### src/rtl/sc_s2b_et.sv
// Stochastic-to-binary converter: counts ones per lane over a stream period that ends on
// in_last or at 2^WIDTH accepted bits, then holds the normalized result on a valid/ready port.
module sc_s2b_et #(
   parameter int unsigned WIDTH      = 8,
   parameter int unsigned NUM_INPUTS = 4
) (
   input  logic                        clk,
   input  logic                        rst,
   input  logic                        in_valid,
   output logic                        in_ready,
   input  logic [NUM_INPUTS-1:0]       Xs,
   input  logic                        in_last,
   output logic                        out_valid,
   input  logic                        out_ready,
   output logic [WIDTH*NUM_INPUTS-1:0] Bxs_out,
   output logic [WIDTH:0]              out_len,
   output logic                        len_pow2,
   output logic                        overrun
);

   localparam int unsigned CW = WIDTH + 1;
   localparam int unsigned SW = $clog2(WIDTH + 1);
   localparam logic [CW-1:0] FullLen = {1'b1, {WIDTH{1'b0}}};
   localparam logic [CW-1:0] OneLen  = {{WIDTH{1'b0}}, 1'b1};

   typedef enum logic [1:0] {StIdle, StAccum, StHold} state_e;

   state_e                           r_state, w_state_next;
   logic [CW-1:0]                    r_len, w_len_next, w_len_inc;
   logic [NUM_INPUTS-1:0][CW-1:0]    r_ones, w_ones_next, w_ones_inc, w_shifted;
   logic [NUM_INPUTS-1:0][WIDTH-1:0] r_bxs, w_bxs_next, w_norm;
   logic [CW-1:0]                    r_out_len, w_out_len_next;
   logic                             r_pow2, w_pow2_next;
   logic                             r_overrun;
   logic                             w_accept, w_term, w_is_pow2;
   logic [SW-1:0]                    w_shamt;

   assign in_ready  = (r_state != StHold);
   assign out_valid = (r_state == StHold);
   assign w_accept  = in_valid & in_ready;
   assign w_len_inc = r_len + OneLen;
   assign w_term    = in_last | (w_len_inc == FullLen);

   always_comb begin
      for (int i = 0; i < NUM_INPUTS; i++) begin
         w_ones_inc[i] = r_ones[i] + {{WIDTH{1'b0}}, Xs[i]};
      end
   end

   // A power-of-two length 2^k rescales by 2^(WIDTH-k); other lengths pass through unshifted.
   always_comb begin
      w_is_pow2 = 1'b0;
      w_shamt   = '0;
      for (int k = 0; k <= WIDTH; k++) begin
         if (w_len_inc == (OneLen << k)) begin
            w_is_pow2 = 1'b1;
            w_shamt   = SW'(WIDTH - k);
         end
      end
   end

   // ones <= len, so the shifted value never exceeds 2^WIDTH; only that one value saturates.
   always_comb begin
      for (int i = 0; i < NUM_INPUTS; i++) begin
         w_shifted[i] = w_ones_inc[i] << w_shamt;
         w_norm[i]    = w_shifted[i][WIDTH] ? {WIDTH{1'b1}} : w_shifted[i][WIDTH-1:0];
      end
   end

   always_comb begin
      w_state_next   = r_state;
      w_len_next     = r_len;
      w_ones_next    = r_ones;
      w_bxs_next     = r_bxs;
      w_out_len_next = r_out_len;
      w_pow2_next    = r_pow2;
      unique case (r_state)
         StIdle, StAccum: begin
            if (w_accept) begin
               w_len_next  = w_len_inc;
               w_ones_next = w_ones_inc;
               if (w_term) begin
                  w_state_next   = StHold;
                  w_bxs_next     = w_norm;
                  w_out_len_next = w_len_inc;
                  w_pow2_next    = w_is_pow2;
               end else begin
                  w_state_next = StAccum;
               end
            end
         end
         StHold: begin
            if (out_ready) begin
               w_state_next = StIdle;
               w_len_next   = '0;
               w_ones_next  = '0;
            end
         end
         default: begin
            w_state_next = StIdle;
            w_len_next   = '0;
            w_ones_next  = '0;
         end
      endcase
   end

   always_ff @(posedge clk) begin
      if (rst) begin
         r_state   <= StIdle;
         r_len     <= '0;
         r_ones    <= '0;
         r_bxs     <= '0;
         r_out_len <= '0;
         r_pow2    <= 1'b0;
         r_overrun <= 1'b0;
      end else begin
         r_state   <= w_state_next;
         r_len     <= w_len_next;
         r_ones    <= w_ones_next;
         r_bxs     <= w_bxs_next;
         r_out_len <= w_out_len_next;
         r_pow2    <= w_pow2_next;
         r_overrun <= r_overrun | (in_valid & ~in_ready);
      end
   end

   assign Bxs_out  = r_bxs;
   assign out_len  = r_out_len;
   assign len_pow2 = r_pow2;
   assign overrun  = r_overrun;

endmodule

### config.mk
export PLATFORM = sky130hd
export DESIGN_NAME = sc_s2b_et
export DESIGN_NICKNAME = d
export VERILOG_FILES = /design/src/rtl/sc_s2b_et.sv
export SDC_FILE = /design/constraint.sdc
export NUM_CORES = 1
export LEC_CHECK = 0
export CORE_ASPECT_RATIO = 1.5
export CORE_MARGIN = 1.5
export CORE_UTILIZATION = 40
export DETAILED_ROUTE_END_ITERATION = 8
export MAX_ROUTING_LAYER = met4
export SLEW_MARGIN = 20
export SYNTH_ARGS = -nofsm -noshare
export SYNTH_HDL_FRONTEND = slang
export SYNTH_SLANG_ARGS = --single-unit
### constraint.sdc
create_clock -name clk -period 3.9 [get_ports clk]
set_input_delay 0.975 -clock clk [delete_from_list [all_inputs] [get_ports clk]]
set_output_delay 0.975 -clock clk [all_outputs]
set_load 0.005 [all_outputs]
* Yosys cells after proc, flatten, opt, wreduce, memory -nomap -nowiden
Index checks and enable logic that the tools add are counted.
** Cells by class
- Shift-type cells :: 4
- Add/subtract/negate cells :: 5
- Bitwise operators :: 5
- Eq/ne operators :: 14
- Reductions and logical operators :: 4
- Muxes and demuxes :: 32
** Operator list (count)
- 2-to-1 mux 36 bit :: 2
- one-hot mux 36 bit (2 select lines) :: 1
- adder 9 x 1 -> 9 bit :: 4
- 2-to-1 mux 4 bit :: 9
- << shifter 9 x 4 -> 9 bit :: 4
- 2-to-1 mux 8 bit :: 4
- 2-to-1 mux 9 bit :: 2
- one-hot mux 9 bit (2 select lines) :: 1
- adder 9 x 1 -> 9 bit, second input constant :: 1
- equality test 9 x 1 -> 1 bit, second input constant :: 1
- equality test 9 x 2 -> 1 bit, second input constant :: 1
- equality test 9 x 3 -> 1 bit, second input constant :: 1
- equality test 9 x 4 -> 1 bit, second input constant :: 1
- equality test 9 x 5 -> 1 bit, second input constant :: 1
- equality test 9 x 6 -> 1 bit, second input constant :: 1
- equality test 9 x 7 -> 1 bit, second input constant :: 1
- equality test 9 x 8 -> 1 bit, second input constant :: 1
- equality test 9 bit, second input constant :: 1
- 2-to-1 mux 1 bit :: 9
- 2-to-1 mux 2 bit :: 3
- != test 2 bit, second input constant :: 2
- one-hot mux 2 bit (2 select lines) :: 1
- AND reduction 3 bit :: 1
- bitwise AND 1 bit :: 2
- other kinds (8) :: 9
** Word-level totals
- Register bits :: 90
- Input port bits :: 9
- Word-level logic and storage cells :: 77

* Logic depth before layout (Yosys ltp)
- Depth after elaboration :: 13
- Depth in mapped cells :: 14
- Mapped depth without buffers :: 11

* Least setup slack after synthesis
OpenSTA, ideal clock, no wires.
- Path kind :: input to register
- From :: input Xs[3]
- To :: register r_bxs (netlist bit Bxs_out[31])
- Slack :: 0.739 ns
- Stages on the path :: 11
- Required time :: 3.765 ns
- Data arrival time :: 3.026 ns
- Path buffers :: 1
- Cells stage by stage :: ha_1 ha_1 nand3_1 or2_2 xnor2_1 a211o_1 o211a_1 a2111oi_2 and3_1 buf_6 a311oi_2
** Between the ends
- Word-level cells in the longest chain between the ends :: 3
** Ends and longest elaborated chain
- start: declaration :: line 11 : input logic [NUM_INPUTS-1:0] Xs,
- adder 9 x 1 -> 9 bit :: line 46 : w_ones_inc[i] = r_ones[i] + {{WIDTH{1'b0}}, Xs[i]};
- << shifter 9 x 4 -> 9 bit :: line 65 : w_shifted[i] = w_ones_inc[i] << w_shamt;
- 2-to-1 mux 8 bit :: line 66 : w_norm[i] = w_shifted[i][WIDTH] ? {WIDTH{1'b1}} : w_shifted[i][WIDTH-1:0];
- end signal: assignment :: line 120 : r_bxs <= w_bxs_next;
- end: declaration :: line 31 : logic [NUM_INPUTS-1:0][WIDTH-1:0] r_bxs, w_bxs_next, w_norm;
Every way passes these cells.
A chain may end at the register's enable or synchronous reset.

* Worst setup path after layout
- From :: register r_len[6]
- To :: register r_bxs (netlist bit Bxs_out[28])
** Between the ends
- Word-level cells in the longest chain between the ends :: 13
- Elaborated cells on any way between the ends :: 23
- Those cells by class :: 1 x add/sub; 9 x eq/ne; 1 x shift; 10 x mux; 1 x bitwise; 1 x reduce/logical
** Ends and longest elaborated chain
- start: declaration :: line 29 : logic [CW-1:0] r_len, w_len_next, w_len_inc;
- start signal: assignment :: line 118 : r_len <= w_len_next;
- adder 9 x 1 -> 9 bit (*) :: line 41 : assign w_len_inc = r_len + OneLen;
- equality test 9 x 1 -> 1 bit :: line 55 : if (w_len_inc == (OneLen << k)) begin
- 2-to-1 mux 4 bit (9 in a row) :: line 55
- << shifter 9 x 4 -> 9 bit :: line 65
- 2-to-1 mux 8 bit :: line 66
Mark *: on every way between the ends. The rest lies on a longest branch, timed or not.

==> out/qor.txt <==
Syn_area_per_cell -> 7.99 sq um
Maxcap violations -> 0
Clock share of power -> 38.0%
Max VDD drop -> 0.254 mV
Cell taking the most area after synthesis -> dfxtp_1
Htree depth -> 3
Worst hold margin -> 0.461 ns
Top-count cell post-synth -> nor2_1
Worst hold path class -> flip-flop to flip-flop
RSZ-0062 raised after global routing -> false
Post-layout min period -> 3.61 ns
GRT Util Overall -> 22.5%
Buf+Inv Stages, Crit Path -> 0
Top Ports -> 54
Combinational power share -> 20.1%
Clock Sinks -> 90
Placed Cells -> 919
# DRC -> 0
Number of core rows -> 53
Initial antenna violation count -> 0
CP Class -> flip-flop to flip-flop
Post-Syn Nets -> 732
Area grow syn2layout -> 20.3%
Kind of cell adding the most delay to the critical path -> compound AO/OA/AOI/OAI gates
Setup TNS -> 0 ns
Register area share after synthesis -> 31.7%
Startpoint Class -> flip-flop
CP max stage delay -> 0.56 ns
Post-route cell area -> 0.00683 sq mm
Initial core utilization -> 40.8%
Setup ws final -> 0.294 ns
Leakage -> 2.44 nW
CTS Buffer Depth -> 2
P_int -> 0.00168 W
Horiz. Die Dim -> 100 um
Clock Latency Late Sink -> 0.35 ns
Die H -> 149 um
M1 GR Usage -> 30.0%
Worst-margin pin slew -> 0.841 ns
Top cells by count, synth -> nor2_1 (120), dfxtp_1 (90), a21oi_1 (53)
Headroom to the max-slew limit -> 43.9%
Port Buffers -> 53
Post-synthesis cell count -> 711
Hold-fix buffers, CTS -> 0
Post-DP Area -> 0.00653 sq mm
Fin. max-slew vios -> 0
Synth unique cells -> 69
Fin nets -> 786
Via density -> 5.70
DR vias -> 5,331
CP max-delay cell -> dfxtp_1
Synth warn -> 0
Async S/R FF share, synth -> 0%
PD cells -> 343 mW/mm^2
Worst EP required -> 4.11 ns
Clock Skew -> 0.0132 ns
Max Clk Rate -> 277 MHz
TritonCTS buffer count -> 9
Met2 Use GR -> 35.7%
Top post-synthesis cells by area -> dfxtp_1 (32%), nor2_1 (7.9%), a211oi_1 (5.3%), a21oi_1 (4.7%), mux2i_1 (3.9%)
Vias in the first global route -> 4,876
Cts repair resizes -> 0
Grt met3 use -> 3.05%
CP max FO -> 11
Outcome -> completed
First-pass GRT wire length -> 25,800 um
Clock slew at reported path FFs -> 0.07 ns
Core Region -> 0.0139 sq mm
DRT iter0 DRCs -> 293
Fin crit share -> 92.5%
Pin count of the biggest net entering global routing -> 48
Main flop type after synthesis -> dfxtp_1
Crit path cell chain -> nand3_1, xor2_1, nand3_1, a211o_1, o21ai_2, mux2_2, a2111oi_2, and3_1, a311oi_2
CP Capture Type -> flip-flop
Total die area -> 0.0149 sq mm
Share of the synthesized area in the top cell type -> 31.7%
DR WL/cell -> 17.0 um
Post-Layout Cell Count -> 935
CP most frequent cell -> nand3_1
Share of layout cells above drive strength 1 -> 12.2%
Sw Pwr -> 0.000659 W
WL final -> 15,900 um
Setup repair bufs after CTS -> 0
RePlAce Congestion -> 0.886
Setup violations, final -> 0
HPWL after DPL -> 11,800 um
Register bit count reported by yosys -> 90
TritonRoute pass-1 iters -> 5
Antenna Nets Post-Route -> 0
Post-Syn Area -> 0.00568 sq mm
Place WS -> 0.0247 ns
CTS tree -> built
Fill count -> 1,377
Sequential share of power -> 41.9%
Final hold violation count -> 0
GR peak layer -> met2
Worst Path Arrival -> 3.81 ns
# diodes -> 0
Grt total ovfl -> 0
CTS root buf -> clkbuf_16
Post-synth EDFFs -> 0
Switch share -> 28.1%
## cell type report
cell class                      count  area [sq um]  share of cell area, %
Timing Repair Buffer               96           898                   13.2
Clock inverter                      5          62.6                  0.916
Multi-Input combinational cell    561          3590                   52.6
Inverter                            7          26.3                  0.385
Sequential cell                    90          1800                   26.4
Clock buffer                       11           243                   3.55
Tap cell                          165           206                   3.02
## cell usage in the layout (no fill, tap or decap), types with 5 or more instances in the layout
cell               n
ha_1              12
nand3b_1          16
clkbuf_16          9
xnor2_1           20
a211oi_1          40
a22oi_1           21
o21ai_0           21
nand2_1           46
a211o_1            5
dfxtp_1           90
inv_1              7
o211ai_1           6
mux2_2             8
nand3_1           26
and3_1            14
clkdlybuf4s50_1   52
nand2b_1          11
o22ai_1            5
nor3_1            16
a211oi_2           6
xor2_1            14
and2_1             8
buf_4             39
mux2i_1           22
a21oi_1           53
a311oi_1           6
nor2_1           119
## metal layers
metal | share of wire, % | routed length, um
met1 | 47 | 7530
met2 | 48 | 7550
met3 | 4.0 | 642
met4 | 1.0 | 164
met5 | 0 | 0
## path summary, 6_finish.rpt
check                           from                       end  slack, ns  cells after the start
max reg2reg    r_len[6]$_SDFFE_PP0P_  Bxs_out[28]$_SDFFE_PP0P_       0.29                      9
max            r_len[6]$_SDFFE_PP0P_  Bxs_out[28]$_SDFFE_PP0P_       0.29                      9
min          out_len[1]$_SDFFE_PP0P_   out_len[1]$_SDFFE_PP0P_       0.46                      2
min reg2reg  out_len[1]$_SDFFE_PP0P_   out_len[1]$_SDFFE_PP0P_       0.46                      2
## through the flow
step	total power (W)	utilization [%]
after floorplan	0.00127	-
after global placement	0.00147	46.9
after detailed placement	0.00147	46.9
after CTS	0.00237	49.1
after global routing	0.00245	49.1
final	0.00234	49.1
## worst register-to-register path: cells and delay by family (launching register included)
kind            cells  cell delay (ns)
mux                 1             0.40
compound gates      4             1.08
flops               1             0.56
xor+xnor            1             0.39
simple gates        3             1.03
## cell families after synthesis
family                   after synthesis  share of synthesized area, %
AO/OA/AOI/OAI                        197                          24.7
XOR/XNOR                              34                          5.24
adder cells (fa/ha/maj)               12                          2.64
buffers and inverters                 60                          5.13
flip-flops                            90                          31.7
multiplexers                          30                          5.46
AND/OR/NAND/NOR                      288                          25.1
## flip-flops by register name (all words and copies together) (netlist names)
register,count
out_len,9
overrun,1
r_ones,36
r_len,9
r_state,2
Bxs_out,32
len_pow2,1
## power by group through the flow
stage	clock network (W)	logic (W)	registers, W
floorplan	0	0.000269	0.00100
global placement	0	0.000466	0.00100
detailed placement	0	0.000470	0.00100
CTS	0.000914	0.000471	0.000982
global route	0.000951	0.000510	0.000986
finish	0.000891	0.000470	0.000981
Power figures use the tool's default switching activity.
